## src/rtl/alu_operand_sequencer.sv

```systemverilog
// Button/switch front end for the combinational ALU: synchronizes and debounces the
// buttons, loads A, B and Op in order, then captures one ALU result for display.
module alu_operand_sequencer #(
    parameter int unsigned DEBOUNCE_CYCLES   = 16,
    parameter bit          BUTTON_ACTIVE_LOW = 1'b1
) (
    input  logic        clk,
    input  logic        rst_n,
    input  logic        A_button,
    input  logic        B_button,
    input  logic        Op_button,
    input  logic        cin,
    input  logic [9:0]  data_in,
    input  logic [15:0] alu_out,
    input  logic [4:0]  alu_flags,
    output logic [15:0] A,
    output logic [15:0] B,
    output logic [7:0]  Op,
    output logic        cin_q,
    output logic [15:0] result,
    output logic [4:0]  flags,
    output logic        result_valid,
    output logic        done,
    output logic [2:0]  state
);

    localparam int unsigned CntW = $clog2(DEBOUNCE_CYCLES + 1);

    typedef enum logic [2:0] {
        StA    = 3'd0,
        StB    = 3'd1,
        StOp   = 3'd2,
        StExec = 3'd3,
        StShow = 3'd4
    } state_e;

    // Buttons are normalised to 1 = pressed before synchronizing, so reset value 0 is "released".
    logic [2:0] btn_raw;
    assign btn_raw = {Op_button, B_button, A_button} ^ {3{BUTTON_ACTIVE_LOW}};

    logic [2:0]           btn_meta_q, btn_sync_q;
    logic                 cin_meta_q, cin_sync_q;
    logic [9:0]           data_meta_q, data_sync_q;
    logic [2:0][CntW-1:0] cnt_q, cnt_d;
    logic [2:0]           db_q, db_d, press_q;

    always_ff @(posedge clk or negedge rst_n) begin
        if (!rst_n) begin
            btn_meta_q  <= '0;
            btn_sync_q  <= '0;
            cin_meta_q  <= 1'b0;
            cin_sync_q  <= 1'b0;
            data_meta_q <= '0;
            data_sync_q <= '0;
        end else begin
            btn_meta_q  <= btn_raw;
            btn_sync_q  <= btn_meta_q;
            cin_meta_q  <= cin;
            cin_sync_q  <= cin_meta_q;
            data_meta_q <= data_in;
            data_sync_q <= data_meta_q;
        end
    end

    always_comb begin
        cnt_d = '0;
        db_d  = db_q;
        for (int i = 0; i < 3; i++) begin
            if (btn_sync_q[i] != db_q[i]) begin
                if (cnt_q[i] == CntW'(DEBOUNCE_CYCLES - 1)) begin
                    db_d[i] = btn_sync_q[i];
                end else begin
                    cnt_d[i] = cnt_q[i] + CntW'(1);
                end
            end
        end
    end

    always_ff @(posedge clk or negedge rst_n) begin
        if (!rst_n) begin
            cnt_q   <= '0;
            db_q    <= '0;
            press_q <= '0;
        end else begin
            cnt_q   <= cnt_d;
            db_q    <= db_d;
            press_q <= db_d & ~db_q;
        end
    end

    logic   press_a, press_b, press_op;
    logic   a_load, b_load, op_load;
    state_e state_q, state_d;

    assign press_a  = press_q[0];
    assign press_b  = press_q[1];
    assign press_op = press_q[2];
    assign state    = state_q;

    always_ff @(posedge clk or negedge rst_n) begin
        if (!rst_n) begin
            state_q <= StA;
        end else begin
            state_q <= state_d;
        end
    end

    always_comb begin
        state_d = state_q;
        unique case (state_q)
            StA:     if (press_a) state_d = StB;
            StB:     if (press_a) state_d = StB;
                     else if (press_b) state_d = StOp;
            StOp:    if (press_a) state_d = StB;
                     else if (press_op) state_d = StExec;
            StExec:  state_d = StShow;
            StShow:  if (press_a) state_d = StB;
            default: state_d = StA;
        endcase
    end

    always_comb begin
        a_load  = press_a && (state_q == StA || state_q == StB ||
                              state_q == StOp || state_q == StShow);
        b_load  = press_b && !press_a && (state_q == StB);
        op_load = press_op && !press_a && (state_q == StOp);
        done    = (state_q == StExec);
    end

    always_ff @(posedge clk or negedge rst_n) begin
        if (!rst_n) begin
            A            <= '0;
            B            <= '0;
            Op           <= '0;
            cin_q        <= 1'b0;
            result       <= '0;
            flags        <= '0;
            result_valid <= 1'b0;
        end else if (a_load) begin
            A            <= {6'b0, data_sync_q};
            result_valid <= 1'b0;
        end else if (b_load) begin
            B <= {6'b0, data_sync_q};
        end else if (op_load) begin
            Op    <= data_sync_q[7:0];
            cin_q <= cin_sync_q;
        end else if (done) begin
            result       <= alu_out;
            flags        <= alu_flags;
            result_valid <= 1'b1;
        end
    end

endmodule

```

## config.mk

```make
export PLATFORM = sky130hd
export DESIGN_NAME = alu_operand_sequencer
export DESIGN_NICKNAME = d
export VERILOG_FILES = /design/src/rtl/alu_operand_sequencer.sv
export SDC_FILE = /design/constraint.sdc
export NUM_CORES = 1
export LEC_CHECK = 0
export BUFFER_PORTS_ARGS = -buffer_cell sky130_fd_sc_hd__buf_4
export CAP_MARGIN = 20
export CORE_AREA = 2 2 95 97
export DETAILED_ROUTE_END_ITERATION = 12
export DIE_AREA = 0 0 97 99
export GPL_TIMING_DRIVEN = 0
export PLACE_DENSITY = 0.69
export RECOVER_POWER = 25
export SLEW_MARGIN = 10
export SYNTH_ARGS = -nofsm -noshare
export SYNTH_HDL_FRONTEND = slang
export SYNTH_SLANG_ARGS = --single-unit
```

## constraint.sdc

```tcl
create_clock -name clk -period 2 [get_ports clk]
set_clock_uncertainty 0.2 [all_clocks]
set_input_delay 0.1 -clock clk [delete_from_list [all_inputs] [get_ports clk]]
set_output_delay 0.1 -clock clk [all_outputs]
set_load 0.05 [all_outputs]
```

==> results of run 1 <==
-- cell usage in the layout, fill, tap and decap left out, drive strengths merged --
master / count
dfrtp: 103
buf: 95
mux2: 54
dlygate4sd3: 36
clkbuf: 24
nor2: 13
conb: 12
inv: 10
nand3: 6
xor2: 6
nand2: 6
nor4b: 4
o21ai: 4
and2: 3
ha: 3
nand2b: 2
xnor2: 2
and3: 2
nor3: 2
a21oi: 2
clkinv: 2
nand4b: 1
a31oi: 1
nor2b: 1
or4: 1
or2b: 1
nor3b: 1
a22o: 1
a31o: 1
a21o: 1
-- power breakdown --
part           internal (W)  switching [W]  total (W)
combinational      0.000129       0.000128   0.000257
clock              0.000484       0.000752    0.00124
sequential          0.00213      0.0000260    0.00215
total               0.00274       0.000906    0.00364
-- cell families after synthesis --
kind of cell	count (synthesis)
muxes	54
other	1
AOI/OAI and AO/OA	10
DFF	103
and+or+nand+nor	43
buffers and inverters	22
xor gates and xnor gates	8
adders and majority gates	3
-- layer usage --
layer,part of all wire (%),track usage [%],vias up
li1,-,-,1115
met1,45,19.2,1113
met2,48,24.1,68
met3,5.5,4.61,10
met4,1.8,5.85,0
met5,0,0,-
-- layout make-up --
| class | instances | share of cell area (%) |
|---|---|---|
| Buffer | 17 | 2.53 |
| Clock buffer | 9 | 2.37 |
| Clock inverter | 7 | 1.19 |
| Inverter | 5 | 0.358 |
| Multi-Input combinational cell | 130 | 21.2 |
| Sequential cell | 103 | 49.3 |
| Tap cell | 108 | 2.58 |
| Timing Repair Buffer | 129 | 20.5 |
-- timing repair --
action,4_1_cts,5_1_grt
pin swaps,0,1
hold buffers,36,0
setup endpoints to repair,14,13
cloned,0,0
buffers inserted,0,1
hold endpoints to repair,138,0
gates resized for setup,2,2
-- state kept, by name, indices dropped and copies added (netlist names) --
register / cells
A: 10
cin_meta_q: 1
data_sync_q: 10
press_q: 3
btn_meta_q: 3
cin_sync_q: 1
cnt_q: 15
result: 16
B: 10
db_q: 3
Op: 8
btn_sync_q: 3
cin_q: 1
state: 3
data_meta_q: 10
flags: 5
result_valid: 1
-- critical path, delay by kind of cell, from the launching register on --
kind | cells | cell delay (ps)
and+or+nand+nor | 1 | 520
buffers and inverters | 2 | 320
muxes | 1 | 300
DFF | 1 | 420
-- metrics by stage --
stage	setup TNS (ps)	hold WS, ps	utilization, %	cells
finish	0	156	61.3	508
global route	0	164	61.3	508
CTS	0	57.0	61.1	507
detailed placement	-2.80	-81.6	54.6	455
global placement	-311	9.52	54.3	454
floorplan	0	-396	-	255
-- worst paths after layout --
kind / startpoint / cells after the start / endpoint / slack (ps)
worst max-delay path: state[1] / 4 / B[4] / 140
worst max register to register: state[1] / 4 / B[4] / 140
worst min register to register: data_meta_q[7] / 0 / data_sync_q[7] / 160
max in group asynchronous: rst_n / 3 / result[5] / 550
min in group asynchronous: rst_n / 2 / result[14] / 240
worst min-delay path: data_meta_q[7] / 0 / data_sync_q[7] / 160
==> reports/summary.log, run 1 <==
[drt] routed len/inst 13.1 um
[run_status] result of the run completed
[finish] number of fillers in the final layout 657
[sta] post-layout worst setup margin 136 ps
[clocking] Clk pin slew, worst setup/hold paths 100 ps
[sta] min cycle time layout 1860 ps
[floorplanning] Boundary Pins 104
[synthesis] total number of yosys warnings 0
[drt] length of the first detailed-routing pass in iterations 4
[synthesis] sequential-to-total area share from yosys stat 68.2%
[sta] Least-Margin Pin Slew 1030 ps
[drt] number of violations reported at the end of detailed-routing iteration 0 39
[clocking] H-tree depth 3
[place] routability congestion estimate 0.695
[drt] total vias in the final route 2306
[synthesis] Post-synth EDFFs 0
[sta] Max Clock Freq 0.537 GHz
[setup_path] critical path startpoint category flip-flop
[global_routing] maximum number of pins on one net before global-route repair 64
[synthesis] leading cell types by count after synthesis sky130_fd_sc_hd__dfrtp_1 (103), sky130_fd_sc_hd__mux2_2 (44), sky130_fd_sc_hd__buf_4 (14)
[synthesis] flip-flop and latch count after synthesis 103
[setup_path] cell breakdown of the critical path buf_6 > or4_1 > buf_6 > mux2_4
[setup_path] crit-path most repeated cell sky130_fd_sc_hd__buf_6
[synthesis] share of synthesized registers carrying an async set or reset 100%
[synthesis] post-synthesis xor/xnor area fraction 1.85%
[drt] DRC errors left 0
[setup_path] arrival time of data at the critical path endpoint 1920 ps
[synthesis] area share of the leading cell type in the synthesized netlist 68.2%
[place] worst slack after detailed placement -2.80 ps
[power_and_ir_drop] maximum resistive drop on vdd 0.000474 V
[synthesis] Distinct cells, synth 31
[clocking] clock tree root buffer cell sky130_fd_sc_hd__clkbuf_8
[synthesis] leading post-synthesis cells by cell area sky130_fd_sc_hd__dfrtp_1 (68%), sky130_fd_sc_hd__mux2_2 (13%), sky130_fd_sc_hd__mux2_4 (4.0%), sky130_fd_sc_hd__buf_4 (2.8%), sky130_fd_sc_hd__xor2_1 (1.4%)
[drt] routed wire length 6660 um
[floorplanning] effective utilization at floorplan 44.2%
[finish] number of antenna cells inserted 0
[power_and_ir_drop] Cell Pwr Density 696 mW/mm2
[sta] pins over their slew limit 0
[clocking] Num CTS Buffers 9
[synthesis] dominant register cell in the synthesized netlist sky130_fd_sc_hd__dfrtp_1
[run] Max-Cap Viols 0
[global_routing] overall global routing resource usage 15.0%
[synthesis] multiplexer fraction of the synthesized cell area 17.1%
[setup_path] endpoint kind of the worst setup timing path flip-flop
[floorplanning] DIE HEIGHT 99 um
[synthesis] number of instances in the synthesized netlist 244
[synthesis] Simple-Gate Fraction of Synth Area 6.03%
[finish] area of the multi-input gates 0.00111 mm2
[clocking] latest clock arrival within the worst-skew pair 360 ps
[global_routing] grt ovf 0
[place] count of buffers inserted at the top-level ports 91
[setup_path] cell type of the slowest stage on the worst timing path sky130_fd_sc_hd__or4_1
[sta] final cycle utilization of the critical path 93.2%
[setup_path] start-to-end type of the worst setup path reg2reg
[power_and_ir_drop] Leak Pwr 2.77 nW
[global_routing] global-route wire length before repair 11300 um
[finish] area growth from synthesis to layout 38.6%
[sta] Final Setup Violations 0
[floorplanning] Die Outline Area 0.00960 mm2
[floorplanning] width of the die 97 um
[setup_path] Crit Path Max Fanout 10
[finish] total non-filler cell area in the finished layout 0.00524 mm2
[sta] Hold Fails Final Rpt 0
[synthesis] post-synthesis average cell area 15.5 um2
[finish] total area of sequential cells 0.00258 mm2
[floorplanning] Row Count 34
[power_and_ir_drop] post-layout power 0.00364 W
[sta] worst rel slew slack 31.7%
[synthesis] dominant combinational cell family by area after synthesis multiplexers
[synthesis] Synth area leader sky130_fd_sc_hd__dfrtp_1
[synthesis] post-synth design cell area 0.00378 mm2
[synthesis] top-count cell post-synth sky130_fd_sc_hd__dfrtp_1
[sta] setup repair after global routing missed its margin no
[place] detailed-placement wirelength estimate 4510 um
[drt] ANT nets after route 0
[place] DP Area 0.00467 mm2
[clocking] clock tree from TritonCTS built
[clocking] maximum count of clock buffers along a single path 2
[synthesis] adder and majority gate portion of the synthesized area 0.993%
[clocking] number of sinks on the clock net 103
[min_path] path type of the worst min-delay path reg2reg
[floorplanning] standard cell core area 0.00855 mm2
[global_routing] number of global-route vias before repair 2343
[synthesis] post-synthesis compound-gate area fraction 1.72%
[finish] final net count 435
[global_routing] initial antenna violation count 0
[finish] ratio of cells with drive above 1 in the final layout 46.5%
[setup_path] Critical Path Max Stage Delay 520 ps
[setup_path] data required time at the worst endpoint 2060 ps
[drt] via density per instance 4.54
Note: power is estimated with default switching activity, not from simulation.
==> run 2, diff against run 1 <==
--- a/config.mk
+++ b/config.mk
@@ -13,6 +13,8 @@
 export GPL_TIMING_DRIVEN = 0
 export PLACE_DENSITY = 0.69
 export RECOVER_POWER = 25
+export REMOVE_ABC_BUFFERS = 1
+export SKIP_CTS_REPAIR_TIMING = 1
 export SLEW_MARGIN = 10
 export SYNTH_ARGS = -nofsm -noshare
 export SYNTH_HDL_FRONTEND = slang
==> run 2 against run 1 <==
Worst hold slack hardly changed. Sequential power hardly changed. Count of clock-buffer cells in the layout is 1 higher. Flip-flop and latch count stayed put. Die area stayed put. Sequential share of layout area is 1.0 points higher. Final area is 2.0% lower.
==> reports/summary.log, run 2 (synthesis gave the netlist of run 1 again) <==
[run_status] result of the run completed
[setup_path] arrival time of data at the critical path endpoint 1610 ps [-310 ps]
[drt] length of the first detailed-routing pass in iterations 3 [-1]
[power_and_ir_drop] Leak Pwr 2.68 nW [-3.1%]
[setup_path] flop2flop setup slack 130 ps [about the same]
[power_and_ir_drop] portion of total power attributed to sequential cells 60.0% [+1.0 points]
[clocking] H-tree depth 3 [unchanged]
[floorplanning] effective utilization at floorplan 44.2% [unchanged]
[min_path] path type of the worst min-delay path in2async
[setup_path] critical path startpoint category flip-flop
[setup_path] endpoint of the worst register-to-register path B[4]
[power_and_ir_drop] Cell Pwr Density 699 mW/mm2 [+0.48%]
[place] routability congestion estimate 0.739 [+6.4%]
[finish] number of fillers in the final layout 654 [-0.46%]
[global_routing] global-route wire length before repair 10200 um [-9.2%]
[place] DP Area 0.00458 mm2 [-2.0%]
[global_routing] maximum number of pins on one net before global-route repair 38 [-41%]
[floorplanning] DIE HEIGHT 99 um [unchanged]
[clocking] number of sinks on the clock net 103 [unchanged]
[global_routing] grt ovf 0 [unchanged]
[finish] final net count 419 [-3.7%]
[finish] ratio of cells with drive above 1 in the final layout 44.3% [-2.2 points]
[setup_path] start-to-end type of the worst setup path reg2out
[clocking] clock tree root buffer cell sky130_fd_sc_hd__clkbuf_8
[finish] number of antenna cells inserted 0 [unchanged]
[sta] Total Neg Setup Slack 0 ps [unchanged]
[finish] area of the multi-input gates 0.00111 mm2 [+0.34%]
[clocking] Clk pin slew, worst setup/hold paths 110 ps [about the same]
[clocking] clock tree from TritonCTS built
[drt] via density per instance 4.61 [+1.6%]
[drt] routed len/inst 13.6 um [+3.9%]
[place] count of buffers inserted at the top-level ports 91 [unchanged]
[finish] total area of sequential cells 0.00258 mm2 [unchanged]
[finish] highest-count cells in the layout ignoring fill and taps sky130_fd_sc_hd__dfrtp_1 (101), sky130_fd_sc_hd__buf_4 (76), sky130_fd_sc_hd__mux2_2 (44)
[global_routing] number of global-route vias before repair 2167 [-7.5%]
[finish] Largest register FFs 16 [unchanged]
[setup_path] length in cells of the worst reg-to-reg path 2 [-2]
[drt] ANT nets after route 0 [unchanged]
[setup_path] data required time at the worst endpoint 1700 ps [-360 ps]
[floorplanning] Row Count 34 [unchanged]
[drt] number of violations reported at the end of detailed-routing iteration 0 93 [+140%]
[sta] Final Setup Violations 0 [unchanged]
[floorplanning] standard cell core area 0.00855 mm2 [unchanged]
[finish] registers with the highest flip-flop counts result (16), cnt_q (15)
[drt] DRC errors left 0 [unchanged]
[run] Max-Cap Viols 0 [unchanged]
[clocking] Num CTS Buffers 9 [unchanged]
[finish] total non-filler cell area in the finished layout 0.00513 mm2 [-2.0%]
[global_routing] initial antenna violation count 0 [unchanged]
[sta] Max Clock Freq 0.524 GHz [-2.4%]
[sta] min cycle time layout 1910 ps [+45.1 ps]
[sta] Min Hold Slack 156 ps [+0.487 ps]
[global_routing] overall global routing resource usage 13.5% [-1.5 points]
[power_and_ir_drop] maximum resistive drop on vdd 0.000331 V [-30%]
[clocking] latest clock arrival within the worst-skew pair 360 ps [about the same]
[floorplanning] width of the die 97 um [unchanged]
[finish] area growth from synthesis to layout 35.8%
[setup_path] Crit Path Max Fanout 18 [+8]
[power_and_ir_drop] internal power 0.00271 W [-0.86%]
[sta] worst rel slew slack 45.0% [+13 points]
[sta] final cycle utilization of the critical path 95.4% [+2.3 points]
[drt] routed wire length 6710 um [+0.68%]
[sta] pins over their slew limit 0 [unchanged]
[finish] most frequent standard cell in the layout excluding fill and tap cells sky130_fd_sc_hd__dfrtp_1
[sta] Hold Fails Final Rpt 0 [unchanged]
[floorplanning] Boundary Pins 104 [unchanged]
[power_and_ir_drop] post-layout power 0.00359 W [-1.5%]
[setup_path] endpoint kind of the worst setup timing path primary output
[drt] total vias in the final route 2270 [-1.6%]
[finish] Most flops, register result
[clocking] maximum count of clock buffers along a single path 2 [unchanged]
[sta] Least-Margin Pin Slew 826 ps [-200 ps]
[floorplanning] Die Outline Area 0.00960 mm2 [unchanged]
[setup_path] Reg2Reg Launch Point state[2]
[power_and_ir_drop] switching power 0.000873 W [-3.6%]
[power_and_ir_drop] Gate power share 6.7% [-0.3 points]
[power_and_ir_drop] switching power as a share of total power 24.3% [-0.52 points]
[power_and_ir_drop] part of the total power dissipated in the clock network 33.3% [-0.6 points]
[place] detailed-placement wirelength estimate 4360 um [-3.2%]
run 2: power groups by stage:
stage | combinational, W | clock, W | sequential, W
after global routing | 0.000269 | 0.00133 | 0.00216
after floorplan | 0.0000800 | 0 | 0.00219
after CTS | 0.000192 | 0.00124 | 0.00215
after global placement | 0.000177 | 0 | 0.00219
final | 0.000242 | 0.00119 | 0.00215
after detailed placement | 0.000190 | 0 | 0.00219
run 2: how the worst max path moves through the flow:
stage	start	end
6_report	state[1]	done
5_1_grt	state[1]	done
4_1_cts	state[2]	B[4]
3_5_place_dp	state[0]	B[9]
3_3_place_gp	state[0]	result[0]
2_1_floorplan	state[1]	flags[0]
run 2: routing by layer:
layer | wire length [um] | vias to the layer above | track usage [%]
li1 | - | 1076 | -
met1 | 3040 | 1116 | 17.8
met2 | 3190 | 71 | 20.3
met3 | 398 | 7 | 4.33
met4 | 76 | 0 | 6.83
met5 | 0 | - | 0
run 2: critical path: stages (launching register included):
cell                      delay (ps)
sky130_fd_sc_hd__dfrtp_2         460
sky130_fd_sc_hd__nand2_1         120
sky130_fd_sc_hd__nor2_4          260
sky130_fd_sc_hd__buf_16          200
sky130_fd_sc_hd__buf_4           210
run 2: layout make-up:
class	instances	area share, %
Inverter	5	0.366
Sequential cell	103	50.3
Tap cell	108	2.63
Clock inverter	6	0.975
Timing Repair Buffer	130	21.6
Multi-Input combinational cell	130	21.7
Clock buffer	10	2.49
run 2: metrics by stage:
step | instances | util, % | worst slack, ps
2_1_floorplan | 238 | - | -1160
4_1_cts | 456 | 55.6 | -126
6_report | 492 | 60.0 | 91.4
5_1_grt | 492 | 60.0 | -9.53
3_3_place_gp | 437 | 52.7 | -718
3_5_place_dp | 440 | 53.5 | -103
==> run 3, diff against run 2 <==
--- a/config.mk
+++ b/config.mk
@@ -7,12 +7,14 @@
 export LEC_CHECK = 0
 export BUFFER_PORTS_ARGS = -buffer_cell sky130_fd_sc_hd__buf_4
 export CAP_MARGIN = 20
-export CORE_AREA = 2 2 95 97
+export CELL_PAD_IN_SITES_DETAIL_PLACEMENT = 2
+export CELL_PAD_IN_SITES_GLOBAL_PLACEMENT = 2
+export CORE_AREA = 2 2 107 109
 export DETAILED_ROUTE_END_ITERATION = 12
-export DIE_AREA = 0 0 97 99
+export DIE_AREA = 0 0 109 111
 export GPL_TIMING_DRIVEN = 0
-export PLACE_DENSITY = 0.69
-export RECOVER_POWER = 25
+export PLACE_DENSITY_LB_ADDON = 0.1
+export RECOVER_POWER = 50
 export REMOVE_ABC_BUFFERS = 1
 export SKIP_CTS_REPAIR_TIMING = 1
 export SLEW_MARGIN = 10
==> run 3 against run 2 <==
Setup slack worse by 11 ps. Clock power is 39% higher. Critical endpoint unchanged. Combinational power is 3% lower. Sequential share of layout area is 0.91 points higher. Fmax is 0.59% lower. Flip-flop and latch count stayed put. Global-route usage is 0.17 points higher.
==> reports/summary.log, run 3 (synthesis gave the netlist of run 1 again) <==
[run_status] result of the run completed
[clocking] maximum count of clock buffers along a single path 2 [unchanged]
[finish] total non-filler cell area in the finished layout 0.00504 mm2 [-1.9%]
[global_routing] overall global routing resource usage 13.7% [+0.17 points]
[sta] setup repair after global routing missed its margin yes
[sta] Hold Fails Final Rpt 0 [unchanged]
[setup_path] flop2flop setup slack 120 ps [about the same]
[floorplanning] width of the die 109 um [+12%]
[power_and_ir_drop] switching power 0.000909 W [+4.1%]
[global_routing] maximum number of pins on one net before global-route repair 104 [+170%]
[sta] Least-Margin Pin Slew 1390 ps [+566 ps]
[global_routing] grt ovf 0 [unchanged]
[setup_path] endpoint kind of the worst setup timing path primary output
[global_routing] routing layer with the top usage in global route met2
[global_routing] global-route wire length before repair 12700 um [+24%]
[power_and_ir_drop] switching power as a share of total power 22.4% [-1.9 points]
[clocking] clock tree from TritonCTS built
[run] Max-Cap Viols 0 [unchanged]
[drt] ANT nets after route 0 [unchanged]
[setup_path] Reg2Reg Launch Point state[2]
[min_path] path type of the worst min-delay path reg2reg
[setup_path] endpoint of the worst register-to-register path Op[7]
[setup_path] Critical Path Max Stage Delay 510 ps [+50 ps]
[drt] via density per instance 4.48 [-2.9%]
[drt] routed wire length 8000 um [+19%]
[floorplanning] Die Outline Area 0.0121 mm2 [+26%]
[sta] pins over their slew limit 0 [unchanged]
[setup_path] launch point of the critical path state[1]
[finish] number of fillers in the final layout 1119 [+71%]
[setup_path] critical path startpoint category flip-flop
[power_and_ir_drop] part of the total power dissipated in the clock network 41.1% [+7.8 points]
[global_routing] number of global-route vias before repair 2479 [+14%]
[floorplanning] effective utilization at floorplan 34.1% [-10 points]
[clocking] clock tree root buffer cell sky130_fd_sc_hd__clkbuf_16
[floorplanning] standard cell core area 0.0111 mm2 [+30%]
[sta] post-layout worst setup margin 80.1 ps [-11.3 ps]
[global_routing] GR met2 Demand/Resource 21.3% [+0.98 points]
[drt] number of violations reported at the end of detailed-routing iteration 0 69 [-26%]
[sta] final cycle utilization of the critical path 96.0% [+0.57 points]
[floorplanning] DIE HEIGHT 111 um [+12%]
[place] worst slack after detailed placement -105 ps [-2.15 ps]
[finish] Largest register FFs 16 [unchanged]
[place] routability congestion estimate 0.669 [-9.6%]
[finish] area growth from synthesis to layout 33.3%
[setup_path] data required time at the worst endpoint 1700 ps [about the same]
[place] Placed Cells 473 [+7.5%]
[drt] length of the first detailed-routing pass in iterations 3 [unchanged]
[finish] number of antenna cells inserted 0 [unchanged]
[finish] most frequent standard cell in the layout excluding fill and tap cells sky130_fd_sc_hd__dfrtp_1
[setup_path] cell type of the slowest stage on the worst timing path sky130_fd_sc_hd__dfrtp_1
[place] detailed-placement wirelength estimate 5190 um [+19%]
[setup_path] count of buffer and inverter cells on the critical path 1 [-1]
[sta] Final Setup Violations 0 [unchanged]
[finish] registers with the highest flip-flop counts result (16), cnt_q (15)
[power_and_ir_drop] Cell Pwr Density 805 mW/mm2 [+15%]
[setup_path] start-to-end type of the worst setup path reg2out
[place] count of buffers inserted at the top-level ports 91 [unchanged]
[power_and_ir_drop] internal power 0.00314 W [+16%]
[clocking] H-tree depth 3 [unchanged]
[finish] highest-count cells in the layout ignoring fill and taps sky130_fd_sc_hd__dfrtp_1 (103), sky130_fd_sc_hd__clkbuf_1 (51), sky130_fd_sc_hd__mux2_2 (44)
[setup_path] end point of the critical path done
[global_routing] initial antenna violation count 0 [unchanged]
[floorplanning] Boundary Pins 104 [unchanged]
[power_and_ir_drop] maximum resistive drop on vdd 0.000335 V [+1.3%]
[drt] total vias in the final route 2353 [+3.7%]
[sta] worst rel slew slack 7.23% [-38 points]
[setup_path] CP top delay family flip-flops
[sta] min cycle time layout 1920 ps [+11.3 ps]
[setup_path] arrival time of data at the critical path endpoint 1620 ps [about the same]
[sta] Min Hold Slack 145 ps [-11.1 ps]
[finish] Most flops, register result
[power_and_ir_drop] Leak Pwr 2.49 nW [-7.1%]
[clocking] Clk pin slew, worst setup/hold paths 70 ps [-40 ps]
[clocking] Num CTS Buffers 9 [unchanged]
[global_routing] global routing met1 resource utilization 17.3% [-0.52 points]
[finish] ratio of cells with drive above 1 in the final layout 30.1% [-14 points]
[power_and_ir_drop] Gate power share 5.8% [-0.9 points]
[drt] routed len/inst 15.2 um [+12%]
[finish] final net count 417 [-0.48%]
[setup_path] number of stages on the worst setup path 3 [-1]
[place] DP Area 0.00457 mm2 [-0.11%]
[finish] Finished Layout Cells 525 [+6.7%]
[clocking] number of sinks on the clock net 103 [unchanged]
[sta] Total Neg Setup Slack 0 ps [unchanged]
[power_and_ir_drop] portion of total power attributed to sequential cells 53.2% [-6.8 points]
[setup_path] Crit Path Max Fanout 12 [-6]
[setup_path] cell breakdown of the critical path nand2_1 > nor2_4 > buf_4
[drt] DRC errors left 0 [unchanged]
[clocking] latest clock arrival within the worst-skew pair 340 ps [-20 ps]
[floorplanning] Row Count 39 [+15%]
[sta] Max Clock Freq 0.521 GHz [-0.59%]
[global_routing] met3 global-route usage 4.41% [+0.083 points]
[setup_path] length in cells of the worst reg-to-reg path 3 [+1]
[run 3: cell count changes in the layout (fill, tap and decap cells not counted), moves of 3 or more]
cell                        change
sky130_fd_sc_hd__and2_1         -3
sky130_fd_sc_hd__and2_0         +3
sky130_fd_sc_hd__clkbuf_16      +9
sky130_fd_sc_hd__clkbuf_8       -7
sky130_fd_sc_hd__clkbuf_1      +50
sky130_fd_sc_hd__buf_4         -51
[run 3: final cells by class]
class	instances	area [um2]	share of cell area (%)
inverters	5	18.8	0.373
multi-input cells	130	1110	22.0
clock buffers	11	253	5.02
well taps	143	179	3.55
repair buffers	128	867	17.2
clock inverters	5	31.3	0.621
flip-flops and latches	103	2580	51.2
[run 3: power by group through the flow]
stage | logic, W | clock network (W) | registers (W)
CTS | 0.000186 | 0.00174 | 0.00216
detailed placement | 0.000186 | 0 | 0.00220
finish | 0.000235 | 0.00166 | 0.00215
global route | 0.000263 | 0.00181 | 0.00216
global placement | 0.000180 | 0 | 0.00219
floorplan | 0.0000800 | 0 | 0.00219
[run 3: worst min-delay path by stage]
stage	slack, ps	from	to	cells past startpoint
global placement	10	data_in[1]	data_meta_q[1]	1
detailed placement	10	data_in[8]	data_meta_q[8]	1
CTS	-350	data_in[8]	data_meta_q[8]	1
finish	140	data_meta_q[0]	data_sync_q[0]	0
floorplan	-400	rst_n	A[0]	0
global route	160	data_meta_q[0]	data_sync_q[0]	0
[run 3: per-stage QoR]
step           power [W]  utilization, %
3_3_place_gp     0.00237            41.1
2_1_floorplan    0.00227               -
3_5_place_dp     0.00238            41.3
5_1_grt          0.00423            45.5
4_1_cts          0.00408            43.8
6_report         0.00405            45.5
[run 3: layer usage]
metal / up-vias / routed length [um] / share of wire [%]
met3: 7 / 510 / 6.4
li1: 1076 / - / -
met2: 68 / 3980 / 50
met4: 0 / 93 / 1.2
met5: - / 0 / 0
met1: 1202 / 3420 / 43
[run 3: worst register-to-register path, cell delays in order, from the launching register on]
cell	delay, ps
sky130_fd_sc_hd__dfrtp_1	480
sky130_fd_sc_hd__nor4b_1	330
sky130_fd_sc_hd__nand2_1	360
sky130_fd_sc_hd__mux2_2	390
